## config.mk

```make
export PLATFORM = sky130hd
export DESIGN_NAME = ps2_key_reader
export DESIGN_NICKNAME = d
export VERILOG_FILES = /design/src/rtl/ps2_key_reader.sv
export SDC_FILE = /design/constraint.sdc
export NUM_CORES = 1
export LEC_CHECK = 0
export ABC_AREA = 1
export BUFFER_PORTS_ARGS = -buffer_cell sky130_fd_sc_hd__buf_4
export CORE_ASPECT_RATIO = 0.8
export CORE_MARGIN = 3
export CORE_UTILIZATION = 40
export CTS_CLUSTER_SIZE = 8
export DETAILED_ROUTE_END_ITERATION = 10
export GPL_TIMING_DRIVEN = 0
export HOLD_SLACK_MARGIN = 0.12
export PLACE_DENSITY = 0.55
export SETUP_SLACK_MARGIN = 0.2
export SYNTH_ARGS = -nofsm -noshare
export SYNTH_HDL_FRONTEND = slang
export SYNTH_SLANG_ARGS = --single-unit
```

## constraint.sdc

```tcl
create_clock -name CLK_50MHZ -period 2.6 [get_ports CLK_50MHZ]
set_clock_uncertainty 0.1 [all_clocks]
set_input_delay 0.13 -clock CLK_50MHZ [delete_from_list [all_inputs] [get_ports CLK_50MHZ]]
set_output_delay 0.13 -clock CLK_50MHZ [all_outputs]
set_load 0.03 [all_outputs]
```

## src/rtl/ps2_key_reader.sv

```systemverilog
// ---------------------------------------------------------------------------
// ps2_key_reader
//
// Receives PS/2 keyboard frames and queues each good byte in a small FIFO.
// A memory-mapped read port returns either the FIFO head (which is popped)
// or a status word.
//
// A PS/2 frame has 11 bits, each sampled on a falling edge of PS2_CLK:
// a start bit (0), eight data bits (LSB first), an odd-parity bit and a
// stop bit (1).
//
// Parameters
//   TIMEOUT_CYC  maximum CLK_50MHZ cycles allowed between PS/2 clock falling
//                edges inside a frame before the frame is abandoned
//   DEPTH        receive FIFO depth in bytes (power of two, 2..16)
//
// Ports
//   CLK_50MHZ   in   system clock, the only clock in the block
//   reset       in   synchronous active-high reset
//   PS2_CLK     in   keyboard clock pin (asynchronous)
//   PS2_DATA    in   keyboard data pin (asynchronous)
//   rd_en       in   read strobe, one cycle per access
//   rd_sel      in   0 = data register (pop), 1 = status register
//   rd_data     out  registered read result
//                    status = {byte_avail, overflow, frame_err, 8'b0, count}
//   byte_avail  out  high while the FIFO holds at least one byte
// ---------------------------------------------------------------------------
module ps2_key_reader #(
  parameter int TIMEOUT_CYC = 50000,
  parameter int DEPTH       = 8
) (
  input  logic        CLK_50MHZ,
  input  logic        reset,
  input  logic        PS2_CLK,
  input  logic        PS2_DATA,
  input  logic        rd_en,
  input  logic        rd_sel,
  output logic [15:0] rd_data,
  output logic        byte_avail
);

  localparam int AW = $clog2(DEPTH);

  // -------------------------------------------------------------------------
  // Pin synchronizers: bit 0 = PS2_CLK, bit 1 = PS2_DATA.
  // Both flops of each stage come out of reset high, matching the idle bus.
  // -------------------------------------------------------------------------
  logic [1:0] pinRaw;
  logic [1:0] pinSync;

  assign pinRaw = {PS2_DATA, PS2_CLK};

  genvar gi;
  generate
    for (gi = 0; gi < 2; gi++) begin : gSync
      logic [1:0] stageReg;

      always_ff @(posedge CLK_50MHZ) begin
        if (reset) begin
          stageReg <= 2'b11;
        end else begin
          stageReg <= {stageReg[0], pinRaw[gi]};
        end
      end

      assign pinSync[gi] = stageReg[1];
    end
  endgenerate

  logic ps2ClkSync;
  logic ps2DataSync;
  logic ps2ClkPrevReg;
  logic fallEdge;

  assign ps2ClkSync  = pinSync[0];
  assign ps2DataSync = pinSync[1];
  assign fallEdge    = ps2ClkPrevReg & ~ps2ClkSync;

  always_ff @(posedge CLK_50MHZ) begin
    if (reset) begin
      ps2ClkPrevReg <= 1'b1;
    end else begin
      ps2ClkPrevReg <= ps2ClkSync;
    end
  end

  // -------------------------------------------------------------------------
  // Receiver FSM
  // -------------------------------------------------------------------------
  typedef enum logic [1:0] {
    IDLE   = 2'd0,
    DATA   = 2'd1,
    PARITY = 2'd2,
    STOP   = 2'd3
  } rxState_t;

  rxState_t    stateReg,    stateNext;
  logic [2:0]  bitCntReg,   bitCntNext;
  logic [7:0]  shiftReg,    shiftNext;
  logic        parityReg,   parityNext;
  logic [15:0] timeoutReg,  timeoutNext;
  logic        pushReg,     pushNext;
  logic        frameErrSet;

  always_ff @(posedge CLK_50MHZ) begin
    if (reset) begin
      stateReg   <= IDLE;
      bitCntReg  <= 3'd0;
      shiftReg   <= 8'h00;
      parityReg  <= 1'b0;
      timeoutReg <= 16'd0;
      pushReg    <= 1'b0;
    end else begin
      stateReg   <= stateNext;
      bitCntReg  <= bitCntNext;
      shiftReg   <= shiftNext;
      parityReg  <= parityNext;
      timeoutReg <= timeoutNext;
      pushReg    <= pushNext;
    end
  end

  always_comb begin
    stateNext   = stateReg;
    bitCntNext  = bitCntReg;
    shiftNext   = shiftReg;
    parityNext  = parityReg;
    timeoutNext = 16'd0;
    pushNext    = 1'b0;
    frameErrSet = 1'b0;

    // Inter-edge watchdog only runs while a frame is in progress.
    if (stateReg != IDLE) begin
      timeoutNext = fallEdge ? 16'd0 : timeoutReg + 16'd1;
    end

    if (stateReg != IDLE && timeoutReg == 16'(TIMEOUT_CYC)) begin
      // Keyboard went quiet mid-frame: drop the partial byte.
      stateNext   = IDLE;
      timeoutNext = 16'd0;
      frameErrSet = 1'b1;
    end else if (fallEdge) begin
      unique case (stateReg)
        IDLE: begin
          if (!ps2DataSync) begin
            stateNext  = DATA;
            bitCntNext = 3'd0;
          end
        end
        DATA: begin
          shiftNext  = {ps2DataSync, shiftReg[7:1]};
          bitCntNext = bitCntReg + 3'd1;
          if (bitCntReg == 3'd7) begin
            stateNext = PARITY;
          end
        end
        PARITY: begin
          parityNext = ps2DataSync;
          stateNext  = STOP;
        end
        STOP: begin
          if (ps2DataSync && (^{shiftReg, parityReg})) begin
            pushNext = 1'b1;
          end else begin
            frameErrSet = 1'b1;
          end
          stateNext = IDLE;
        end
        default: stateNext = IDLE;
      endcase
    end
  end

  // -------------------------------------------------------------------------
  // Receive FIFO and read port.
  // shiftReg is stable while pushReg is high: it only shifts in DATA, and
  // the FSM cannot leave IDLE within one cycle of the stop-bit edge.
  // -------------------------------------------------------------------------
  logic [7:0]  mem [DEPTH];
  logic [AW-1:0] wrPtrReg;
  logic [AW-1:0] rdPtrReg;
  logic [AW:0]   countReg;
  logic          overflowReg;
  logic          frameErrReg;

  logic fifoFull;
  logic fifoEmpty;
  logic popDo;
  logic pushDo;
  logic statusRead;
  logic [15:0] statusWord;

  assign fifoFull   = (countReg == (AW + 1)'(DEPTH));
  assign fifoEmpty  = (countReg == '0);
  assign byte_avail = ~fifoEmpty;
  assign statusRead = rd_en & rd_sel;
  // A pop on an empty FIFO is simply ignored, even if a push lands the
  // same cycle.
  assign popDo      = rd_en & ~rd_sel & ~fifoEmpty;
  // When full, a push survives only if a pop frees a slot in the same cycle.
  assign pushDo     = pushReg & (~fifoFull | popDo);
  assign statusWord = {byte_avail, overflowReg, frameErrReg, 8'h00, 5'(countReg)};

  always_ff @(posedge CLK_50MHZ) begin
    if (pushDo) begin
      mem[wrPtrReg] <= shiftReg;
    end
  end

  always_ff @(posedge CLK_50MHZ) begin
    if (reset) begin
      wrPtrReg    <= '0;
      rdPtrReg    <= '0;
      countReg    <= '0;
      overflowReg <= 1'b0;
      frameErrReg <= 1'b0;
      rd_data     <= 16'h0000;
    end else begin
      if (pushDo) begin
        wrPtrReg <= wrPtrReg + AW'(1);
      end
      if (popDo) begin
        rdPtrReg <= rdPtrReg + AW'(1);
      end

      unique case ({pushDo, popDo})
        2'b10:   countReg <= countReg + (AW + 1)'(1);
        2'b01:   countReg <= countReg - (AW + 1)'(1);
        default: countReg <= countReg;
      endcase

      // Sticky flags: a set in the same cycle as a status read wins.
      overflowReg <= (overflowReg & ~statusRead) | (pushReg & fifoFull & ~popDo);
      frameErrReg <= (frameErrReg & ~statusRead) | frameErrSet;

      if (rd_en) begin
        if (rd_sel) begin
          rd_data <= statusWord;
        end else if (popDo) begin
          rd_data <= {8'h00, mem[rdPtrReg]};
        end else begin
          rd_data <= 16'h0000;
        end
      end
    end
  end

endmodule

```

==> results.rst <==
.. list-table::
   :header-rows: 1

   * - Metric
     - Value
   * - Count of final setup violators
     - 0
   * - Number of diodes
     - 0
   * - H-tree lvl count
     - 4
   * - Core Rows
     - 37
   * - Cells traversed along the worst timing path
     - dlygate4sd3_1, buf_4, inv_1, nor2_1, nand2_4, nand2_2, nand2_4, inv_4, nand2_1, nor2_1
   * - Antenna violations before repair
     - 0
   * - RSZ-0062 raised after global routing
     - no
   * - Nature of the critical path endpoint
     - flop
   * - Startpoint class of the critical path
     - input pin
   * - Classification of the worst setup path
     - in -> reg
   * - Reg clk slew, reported paths
     - 0.05 ns
   * - Synthesized area divided by synthesized cell count
     - about 9.3 um2
   * - Placed insts
     - 775
   * - Total power after layout
     - around 4.8 mW
   * - Die boundary width
     - 136 um
   * - Max-slew headroom
     - between 40% and 50%
   * - Number of pins exceeding their max-slew limit in the final report
     - 0
   * - Vertical die dimension
     - roughly 110 um
   * - Min Clock Period, post-route
     - 2.28 ns
   * - Layout-stage area growth over the synthesis result
     - 20.6%
   * - Setup Slack @ Placement
     - roughly 0.25 ns
   * - Setup TNS after final layout
     - 0 ns
   * - Post-CTS setup repair buffer count
     - 0
   * - Endpoint required time on the critical path
     - 2.54 ns
   * - CTS root buf
     - sky130_fd_sc_hd__clkbuf_16
   * - Routed via count
     - approximately 4000
   * - Fraction of layout instances using a drive strength above 1
     - 12.7%
   * - Largest stage delay on the critical path
     - about 0.61 ns
   * - Sequential fraction of the synthesis area
     - 58.8%
   * - Total leakage power
     - between 2 and 3 nW
   * - Final antenna-violating net count
     - 0
   * - CTS sink count
     - about 130
   * - Fmax
     - ~0.44 GHz
   * - Initial DRT Pass Iterations
     - 5
   * - CP Buf/Inv Count
     - 4
   * - Run status
     - complete, no violations
   * - Placer's final routability congestion estimate
     - 0.801
   * - Buffers from clock root to sink, at most
     - 2
   * - Number of global-route vias before repair
     - 3748
   * - Pin count of the biggest net entering global routing
     - 17
   * - First-pass GRT wire length
     - 19300 um
   * - Routed WL
     - 12100 um
   * - Post-layout worst setup margin
     - 0.323 ns
   * - Post-layout utilization of the core
     - between 40 and 50%
   * - Full die area
     - 0.0149 mm2
   * - Cell Count, Final, Fillers Out
     - 814
   * - Iter 0 DRT Violations
     - ~320
   * - Max-cap violations
     - 0
   * - Worst min-delay path category
     - reg -> reg
   * - Arrival @ worst endpoint
     - ~2.2 ns
   * - Warning count from the yosys run
     - 0
   * - Total global-route track usage
     - between 10% and 20%
   * - Starting utilization of the core area
     - between 40% and 50%
   * - Net count of the finished layout
     - 643
   * - Netlist area before placement
     - between 0.005 and 0.006 mm2
   * - Peak supply drop
     - 0.478 mV
   * - Core area
     - between 0.01 and 0.015 mm2
   * - Power density over the cells
     - around 740 mW/mm2
   * - Critical Path Fanout Max
     - 8
   * - Average wire length per cell after detail routing
     - approximately 15 um
   * - Clock network latency to the later pin of the worst-skew pair
     - between 0.4 and 0.5 ns
   * - Count of final hold-check violations
     - 0
   * - Worst-margin pin slew
     - approximately 0.76 ns
   * - Number of DRC violations after detailed routing
     - 0
   * - Num ports
     - 23
   * - Clock buffers created by TritonCTS
     - 17
   * - Distinct cell type count after synthesis
     - 40
   * - Yosys reg bits
     - 126
   * - CTS tree
     - built
   * - Family of cells with the greatest summed delay on the critical path
     - simple AND/OR/NAND/NOR gates
   * - # fillers
     - 1205
   * - Port bufs
     - 17
   * - Number of standard cells after synthesis
     - roughly 580
   * - Residual overflow from global routing
     - 0
   * - DR vias/cell
     - between 4 and 5
   * - Crit share post-route
     - between 80% and 90%
   * - Detailed Place HPWL
     - around 8400 um
   * - Critical-path cell with the highest stage delay
     - sky130_fd_sc_hd__nor2_1
==> layout by cell type (no fill, tap or decap), drive strengths merged <==
master / Yosys / final
o21a: 1 / 1
nand3: 30 / 30
o21ai: 51 / 51
dfxtp: 62 / 62
a21oi: 37 / 37
o21bai: 1 / 1
clkinv: 1 / 5
xor2: 2 / 2
o22ai: 2 / 2
nor3: 13 / 13
edfxtp: 64 / 64
clkbuf: 13 / 35
buf: 9 / 26
nand2: 100 / 100
nor2: 81 / 81
nor3b: 2 / 2
a21boi: 1 / 1
a31oi: 5 / 5
inv: 61 / 63
bufinv: 0 / 3
dlygate4sd3: 0 / 7
o211ai: 10 / 10
clkinvlp: 0 / 1
o221ai: 6 / 6
ha: 11 / 11
or2: 6 / 6
nand3b: 1 / 1
xnor2: 4 / 4
conb: 1 / 5
nand4: 4 / 4
==> area by class of cell <==
type / instances / area, um2 / area share (%)
clock buffer: 22 / 528 / 8.13
multi-input combinational: 373 / 1890 / 29.1
tap: 175 / 219 / 3.37
clock inverter: 10 / 144 / 2.22
buffer: 22 / 113 / 1.73
timing repair buffer: 24 / 198 / 3.04
inverter: 62 / 236 / 3.64
sequential: 126 / 3160 / 48.7
==> state kept, by name, indices dropped and copies added, names as in the netlist, named ones only <==
name	cells
bitCntReg	3
frameErrReg	1
countReg	4
overflowReg	1
rd_data	11
ps2ClkPrevReg	1
rdPtrReg	3
timeoutReg	16
mem	64
shiftReg	8
parityReg	1
wrPtrReg	3
stateReg	2
pushReg	1
gSync.stageReg	4
==> worst paths after layout <==
path / startpoint / to / slack [ns] / cells past startpoint
setup / recovery: rd_en / mem[6][2] / 0.32 / 10
hold / removal: gSync[1].stageReg[0] / gSync[1].stageReg[1] / 0.31 / 1
setup reg to reg: countReg[0] / mem[6][2] / 0.36 / 8
hold reg to reg: gSync[1].stageReg[0] / gSync[1].stageReg[1] / 0.31 / 1
==> synthesized netlist by cell type (all sizes together) <==
library cell | number | area share [%]
buf | 9 | 1.2
o21ai | 51 | 4.7
a21boi | 1 | 0.14
o211ai | 10 | 1.4
nand3b | 1 | 0.14
ha | 11 | 2.6
nand4 | 4 | 0.58
nand2 | 100 | 7.3
o21bai | 1 | 0.14
nor2 | 81 | 5.7
inv | 61 | 4.3
dfxtp | 62 | 23
clkbuf | 13 | 0.91
xnor2 | 4 | 0.65
o221ai | 6 | 0.98
or2 | 6 | 0.70
nor3 | 13 | 1.4
o22ai | 2 | 0.23
xor2 | 2 | 0.47
nand3 | 30 | 3.1
a21oi | 37 | 3.4
a31oi | 5 | 0.58
clkinv | 1 | 0.093
o21a | 1 | 0.14
nor3b | 2 | 0.28
conb | 1 | 0.070
edfxtp | 64 | 36
==> worst register-to-register path, cell delays in order, from the launching register on <==
cell                      delay [ns]
sky130_fd_sc_hd__dfxtp_1        0.44
sky130_fd_sc_hd__nor2_1         0.09
sky130_fd_sc_hd__nand3_2        0.12
sky130_fd_sc_hd__nand2_4        0.09
sky130_fd_sc_hd__nand2_2        0.10
sky130_fd_sc_hd__nand2_4        0.08
sky130_fd_sc_hd__inv_4          0.08
sky130_fd_sc_hd__nand2_1        0.13
sky130_fd_sc_hd__nor2_1         0.62
==> metrics by stage <==
step | hold WS [ns] | area [um2]
detailed placement | 0.220 | 5740
floorplan | 0.134 | 5400
global route | 0.318 | 6490
global placement | 0.215 | 5740
CTS | 0.309 | 6480
finish | 0.309 | 6490
==> metal layers <==
| layer | vias up | GRT usage (%) | part of all wire [%] | routed length [um] |
|---|---|---|---|---|
| met5 | - | 0 | 0 | 0 |
| met4 | 0 | 4.96 | 0.74 | 89 |
| met3 | 8 | 4.71 | 5.3 | 640 |
| met2 | 93 | 26.2 | 44 | 5350 |
| met1 | 1872 | 23.5 | 50 | 5980 |
| li1 | 2039 | - | - | - |
==> what timing repair did <==
item                       CTS  global route
gates resized for setup      0             3
setup endpoints to repair    0            24
hold buffers                 7             0
hold endpoints to repair    13             0
==> where the power goes <==
| group | leakage (nW) | switching [mW] | internal (mW) | total (mW) |
|---|---|---|---|---|
| registers | 1.13 | 0.00318 | 2.07 | 2.08 |
| clock network | 0.329 | 0.886 | 1.74 | 2.63 |
| logic | 1.06 | 0.0443 | 0.0274 | 0.0717 |
| total | 2.52 | 0.934 | 3.84 | 4.77 |
==> cells by family after synthesis <==
| logic type | Yosys count | share of synthesized area (%) |
|---|---|---|
| adder cells (fa/ha/maj) | 11 | 2.56 |
| flip-flops | 126 | 58.8 |
| AND/OR/NAND/NOR | 237 | 19.2 |
| buffers and inverters | 84 | 6.49 |
| other | 1 | 0.0697 |
| XOR/XNOR | 6 | 1.12 |
| AO/OA/AOI/OAI | 114 | 11.8 |
Note: power is estimated with default switching activity, not from simulation.
